$ cat config.mk
export PLATFORM = sky130hd
export DESIGN_NAME = pa_ram_loader
export DESIGN_NICKNAME = d
export VERILOG_FILES = /design/src/rtl/pa_ram_loader.sv
export SDC_FILE = /design/constraint.sdc
export NUM_CORES = 1
export LEC_CHECK = 0
export CORE_ASPECT_RATIO = 0.6
export CORE_MARGIN = 4
export CORE_UTILIZATION = 47
export CTS_CLUSTER_SIZE = 28
export DETAILED_ROUTE_END_ITERATION = 8
export PLACE_DENSITY = 0.89
export SLEW_MARGIN = 10
export SYNTH_ARGS = -nofsm -noshare
export SYNTH_HDL_FRONTEND = slang
export SYNTH_SLANG_ARGS = --single-unit
$ cat constraint.sdc
create_clock -name clk -period 2.9 [get_ports clk]
set_input_delay 0.58 -clock clk [delete_from_list [all_inputs] [get_ports clk]]
set_output_delay 0.58 -clock clk [all_outputs]
set_load 0.02 [all_outputs]
$ cat src/rtl/pa_ram_loader.sv
`default_nettype none
// ============================================================================
// Module   : pa_ram_loader
// Purpose  : Streams 32-bit packed weight words into the 16-bank pa_ram.
//            It fills banks 0..BANKS-1 with N = ceil(rhs_cols/4) words each,
//            then pulses done.
// Options  : PA_LOADER_BSWAP_EN - byte-reverse each word for big-endian sources
// Revision : 1.0 - initial release
// ============================================================================
module pa_ram_loader #(
  parameter int ADDR_WIDTH = 13,
  parameter int DATA_WIDTH = 8,
  parameter int BANKS      = 16,
  parameter int BANK_WORDS = 512
) (
  input  logic                    clk,
  input  logic                    rst,
  input  logic                    start,
  input  logic [31:0]             rhs_cols,
  input  logic [4*DATA_WIDTH-1:0] s_data,
  input  logic                    s_valid,
  output logic                    s_ready,
  output logic [ADDR_WIDTH-1:0]   ram_addr,
  output logic [4*DATA_WIDTH-1:0] ram_data,
  output logic                    ram_we,
  output logic                    busy,
  output logic                    done,
  output logic                    err
);

  localparam int WORD_W = $clog2(BANK_WORDS);
  localparam int BANK_W = $clog2(BANKS);

  localparam logic [1:0] S_IDLE  = 2'd0;
  localparam logic [1:0] S_LOAD  = 2'd1;
  localparam logic [1:0] S_FLUSH = 2'd2;
  localparam logic [1:0] S_DONE  = 2'd3;

  logic [1:0]              state, state_nxt;
  logic [WORD_W-1:0]       word, n_last;
  logic [BANK_W-1:0]       bank;
  logic [32:0]             n_words;
  logic                    cfg_ok;
  logic                    beat;
  logic                    word_end;
  logic                    last_beat;
  logic [4*DATA_WIDTH-1:0] data_in;

  // Words per bank in 33 bits so rhs_cols near 2^32 cannot wrap to a small N.
  assign n_words   = ({1'b0, rhs_cols} + 33'd3) >> 2;
  assign cfg_ok    = (n_words != 33'd0) && (n_words <= 33'(BANK_WORDS));
  assign beat      = s_valid && s_ready;
  assign word_end  = (word == n_last);
  assign last_beat = word_end && (bank == BANK_W'(BANKS - 1));

  // Optional byte reversal of each stream word before it reaches the RAM.
  always_comb begin
    data_in = s_data;
`ifdef PA_LOADER_BSWAP_EN
    for (int i = 0; i < 4; i++) begin
      data_in[i*DATA_WIDTH +: DATA_WIDTH] = s_data[(3-i)*DATA_WIDTH +: DATA_WIDTH];
    end
`endif
  end

  // State register.
  always_ff @(posedge clk or posedge rst) begin
    if (rst) begin
      state <= S_IDLE;
    end else begin
      state <= state_nxt;
    end
  end

  // Next-state logic: a bad configuration keeps the loader in IDLE.
  always_comb begin
    state_nxt = state;
    case (state)
      S_IDLE:  if (start && cfg_ok) state_nxt = S_LOAD;
      S_LOAD:  if (beat && last_beat) state_nxt = S_FLUSH;
      S_FLUSH: state_nxt = S_DONE;
      S_DONE:  state_nxt = S_IDLE;
      default: state_nxt = S_IDLE;
    endcase
  end

  // State-decoded outputs.
  always_comb begin
    s_ready = 1'b0;
    busy    = 1'b0;
    done    = 1'b0;
    case (state)
      S_LOAD:  begin s_ready = 1'b1; busy = 1'b1; end
      S_FLUSH: busy = 1'b1;
      S_DONE:  done = 1'b1;
      default: ;
    endcase
  end

  // Configuration latch, sticky error and bank/word counters.
  always_ff @(posedge clk or posedge rst) begin
    if (rst) begin
      err    <= 1'b0;
      n_last <= '0;
      bank   <= '0;
      word   <= '0;
    end else if (state == S_IDLE) begin
      if (start) begin
        err <= !cfg_ok;
        if (cfg_ok) begin
          n_last <= WORD_W'(n_words - 33'd1);
          bank   <= '0;
          word   <= '0;
        end
      end
    end else if (beat) begin
      if (word_end) begin
        word <= '0;
        bank <= bank + 1'b1;
      end else begin
        word <= word + 1'b1;
      end
    end
  end

  // Registered RAM write port; address and data hold when no beat arrives.
  always_ff @(posedge clk or posedge rst) begin
    if (rst) begin
      ram_we   <= 1'b0;
      ram_addr <= '0;
      ram_data <= '0;
    end else begin
      ram_we <= beat;
      if (beat) begin
        ram_addr <= ADDR_WIDTH'({bank, word});
        ram_data <= data_in;
      end
    end
  end

endmodule
`default_nettype wire

# Word-level counts from Yosys, hierarchy flattened
# Cells that the tools add are included.
# W data, S select, Z words.
# classes
add_sub_neg	4
n_div	0
n_mux	16
shift	0
eq_ne	9
n_bitwise	0
reduce_logical	16
order_cmp	1
n_mul	0
# ops
cell	count
$mux W9	5
$add A32 B2 Y33 const B	1
$reduce_bool A33 Y1	1
$le A31 B10 Y1 const B	1
$mux W4	5
$add A9 B1 Y9 const B	1
$eq A9 B9 Y1	1
$sub A9 B1 Y9 const B	1
$ne A2 B2 Y1 const B	4
$pmux W2 S4	1
$reduce_and A3 Y1	2
$logic_and A1 B1 Y1	5
$add A4 B1 Y4 const B	1
$eq A2 B2 Y1 const B	2
$eq A4 B4 Y1 const B	1
$mux W2	2
$reduce_and A2 Y1	2
$reduce_and A4 Y1	1
$reduce_bool A2 Y1	2
$mux W1	3
$eq A2 B1 Y1 const B	1
$logic_not A2 Y1	1
$reduce_or A2 Y1	1
$logic_not A1 Y1	1
# word_totals
mem_bits_rw	0
mem_bits_ro	0
latchBits	0
inputBits	68
wordCells	54
mem_count	0
regBits	71

# Depth between registers and ports, before layout
# Gate-level depths: netlist of the first run.
# depth
ltp_word	6
mapped_depth	11
ltp_nobuf	10

# Worst setup path before layout of the first run
# No wires, ideal clock.
# synth_timing
path_type	input port to flip-flop
from	input port rhs_cols[5]
to	register state[1]
n_path_buf	1
stages	9
setup_time_ns	0.128
slack_ns	-0.257
t_arrival_ns	3.029
required_time_ns	2.772
cell_sequence	buf_2 > and3_2 > nand4_4 > or3_1 > a22o_1 > or4_4 > o41a_1 > nor2b_2 > mux2_1
# synth_via
elab_chain_len	6
# synth_lines
element	line	rtl
start: declaration	19	input logic [31:0] rhs_cols,
$add A32 B2 Y33 *	50	assign n_words = ({1'b0, rhs_cols} + 33'd3) >> 2;
$le A31 B10 Y1 or $reduce_bool A33 Y1 (tied branches)	51	assign cfg_ok = (n_words != 33'd0) && (n_words <= 33'(BANK_WORDS));
$logic_and A1 B1 Y1 *	51	
$logic_and A1 B1 Y1 *	79	S_IDLE: if (start && cfg_ok) state_nxt = S_LOAD;
$ne A2 B2 Y1 (no source line) *	n/a	
$reduce_and A2 Y1 (no source line) *	n/a	
end signal: assignment	71	state <= state_nxt;
end: declaration	39	logic [1:0] state, state_nxt;
# Mark *: on every way between the ends. The rest lies on a longest branch, timed or not.
# A chain may end at the register's enable or synchronous reset.

# Worst setup path in the final report of the first run
# layout_timing
from	input port rhs_cols[0]
to	register state[1]
# Same word-level chain as after synthesis.

==> results_dict.tcl, run 1 <==
set metrics [dict create \
    finalCritPeriodShare 1.017 \
    multi_input_area_um2 2177 \
    grt_usage 0.2821 \
    slew_viol_final 0 \
    area_delta_synth_final_pct 60.34 \
    drt-initial-drc-count 562 \
    hpwl_mm 9.826 \
    rrSetupSlack_ns 0.55 \
    whs_path_depth 2 \
    slew_headroom 0.4673 \
    dpl_cell_area_um2 5623 \
    syn_nets 531 \
    die_h_um 78.36 \
    synthArstFlopShare 1.000 \
    rsz0062_at_grt "yes" \
    fmax_mhz 338.9 \
    ys_ff_latch 71 \
    cts_num_sinks 71 \
    cp-end-kind "register" \
    final_area_um2 6217 \
    place_congestion 0.9260 \
    finalNetCount 716 \
    crit_chain "buf_8 > or3_1 > nand2_2 > ha_4 > inv_2 > o211ai_1 > nand4_1 > or4_4 > o41a_1 > nor2b_2 > mux2_4" \
    worstRegToRegCells 9 \
    cp_top_family "simple AND/OR/NAND/NOR gates" \
    rr_endpoint "bank[3]" \
    path_clk_slew_ns 0.06 \
    viasPerCell 5.666 \
    setup_slack_ns -0.05048 \
    regArea_um2 1777 \
    arrival_ns 3.17 \
    ys_warn_count 0 \
    syn_area_um2 3877 \
    avgRoutedWirePerCell_um 18.74 \
    grt_pass1_wl_mm 22.00 \
    remaining_drc_errors 0 \
    place_inst 723 \
    start_kind "input pin" \
    setup-violations-final 1 \
    final_cell_mix "160 x nand2_1, 95 x clkdlybuf4s50_1, 71 x dfrtp_1" \
    synth_flop_cell "dfrtp_1" \
    status "complete, but fails checks" \
    holdCritStartpoint "ram_addr[5]" \
    holdBufCountCts 0 \
    rows 25 \
    path_buf_inv 2 \
    drive_gt1_frac 0.2353 \
    cp_slowest_stage_delay_ns 0.49 \
    crit_required_ns 3.12 \
    first_global_vias 4255 \
    start_util 0.4880 \
    grt_max_degree 50 \
    fillers 495 \
    clock_latency_ns 0.33 \
    coreArea_um2 7945 \
    synth_edf_count 0 \
    worst_pin_slew_ns 0.7990 \
    ys_types 50 \
    ant_nets 0 \
    numCtsBuffers 9 \
    fin_crit_ns 2.950 \
    violations "setup timing" \
    portBuffers 117 \
    worst_ir_drop_vdd_v 0.0007348 \
    instances_no_fill 754 \
    holdPathEnd "ram_addr[5]" \
    grt_overflow 0 \
    cts_tree "done" \
    yosysSeqAreaShare 0.4582 \
    layout.cells.most_common "nand2_1" \
    timing.max_cap.violations 0 \
    drt_wl_total_mm 14.13 \
    antenna_cells 0 \
    io_pins 118 \
    leakagePower_nw 2.889 \
    antenna_found_initial 0 \
    vias 4272 \
    hold_path_class "register to register" \
    fin_setup_tns_ns -0.05048 \
    dieArea_um2 9815 \
    power.density_nw_per_um2 796.0 \
    fp.dieW_um 125.3 \
    r2r_start "word[1]" \
    path_max_fanout 5 \
    cts_max_level 3 \
    root_buffer "clkbuf_16" \
    crit_type "input pin to register" \
    syn_avg_cell_area_um2 8.503 \
    holdWs_ns 0.4718 \
    dr.pass1.iters 6 \
    hold_viol_final 0 \
    skew_ns 0.003793 \
    netlist_instances 456 \
    clockBufferDepth 2 \
    slowest_stage "or4_4" \
    dp_slack_ns -0.8465 \
]
report_power, final:
| part | internal [mW] | leakage (nW) | total [mW] | switching [mW] |
|---|---|---|---|---|
| Clock | 0.749 | 0.148 | 1.16 | 0.412 |
| Sequential | 1.33 | 0.913 | 1.59 | 0.254 |
| Combinational | 0.988 | 1.83 | 2.20 | 1.21 |
| Total | 3.07 | 2.89 | 4.95 | 1.88 |
sequential cells by signal (all words and copies together) (netlist names):
register / flops
ram_data: 32
bank: 4
state: 2
err: 1
n_last: 9
word: 9
ram_addr: 13
ram_we: 1
per-stage QoR:
stage	utilization	power, mW
final	0.7825	4.949
after global placement	0.7077	3.601
after detailed placement	0.7077	3.692
after global routing	0.7825	5.226
after floorplan	-	2.639
after CTS	0.7702	4.921
tightest hold or removal path, delay by kind of cell, from the launching register on:
kind	cells	cell delay, ns
and+or+nand+nor	2	0.10
DFF	1	0.34
final cells by class:
class / count / share of cell area
Timing Repair Buffer: 193 / 0.2852
Sequential cell: 71 / 0.2858
Multi-Input combinational cell: 355 / 0.3502
Clock inverter: 6 / 0.01368
Clock buffer: 10 / 0.03683
Inverter: 11 / 0.006641
Tap cell: 108 / 0.02173
worst max-delay path by stage:
stage	start	to	slack [ns]	cells after the start
2_1_floorplan	rhs_cols[4]	state[1]	-0.17	9
3_3_place_gp	rhs_cols[1]	n_last[7]	-0.77	12
3_5_place_dp	rhs_cols[1]	n_last[8]	-0.85	12
4_1_cts	rhs_cols[2]	state[1]	0.002	11
5_1_grt	rhs_cols[22]	n_last[2]	-0.09	10
6_report	rhs_cols[0]	state[1]	-0.05	11
repair_timing:
action | CTS | global route
pin swaps | 21 | 15
hold endpoints to repair | 0 | 0
setup buffers | 12 | 5
setup endpoints to repair | 25 | 25
gates resized for setup | 80 | 44
cell usage after synthesis, drive strengths merged, types with 2 or more instances:
library cell,count,area (um2)
a21oi,10,50.05
a311o,2,20.02
a31oi,3,18.77
and2,4,25.02
and3,10,63.81
buf,9,43.79
clkbuf,10,37.54
dfrtp,71,1777
ha,7,87.58
inv,11,41.29
mux2,11,123.9
mux2i,3,30.03
nand2,163,611.8
nand3,9,45.04
nand4,13,96.34
nor2,14,52.55
nor2b,3,21.27
nor3,5,25.02
nor3b,5,37.54
nor4,13,87.58
o211ai,3,27.52
o21ai,29,145.1
o31a,3,26.28
o31ai,4,30.03
or3,3,18.77
or4,4,33.78
xnor2,14,122.6
xor2,8,70.07
kinds of logic (layout without fill, tap and decap cells):
| logic type | after synthesis | count (layout) | synth area share |
|---|---|---|---|
| AOI/OAI and AO/OA | 63 | 63 | 0.1033 |
| xor gates and xnor gates | 22 | 22 | 0.04969 |
| adders and majority gates | 7 | 7 | 0.02259 |
| buffers and inverters | 30 | 220 | 0.03162 |
| DFF | 71 | 71 | 0.4582 |
| muxes | 14 | 14 | 0.03969 |
| and+or+nand+nor | 249 | 249 | 0.2949 |
routing by layer:
layer	vias to the layer above	GRT usage	wire length [um]
met5	-	0	0
met4	0	0.09199	254
met3	28	0.08090	1123
met2	207	0.4448	6731
met1	2100	0.3780	6022
li1	1937	-	-
(Power assumes the default switching activity.)
==> inputs of run 2 (changes only) <==
- HOLD_SLACK_MARGIN: not set -> 0.06
==> results of run 2 <==
No change in the layout: final DEF, timing and power equal those of run 1.
==> inputs of run 3 (changes only) <==
- SLEW_MARGIN: 10 -> 25
==> results of run 3 <==
No change in the layout: final DEF, timing and power equal those of run 1.
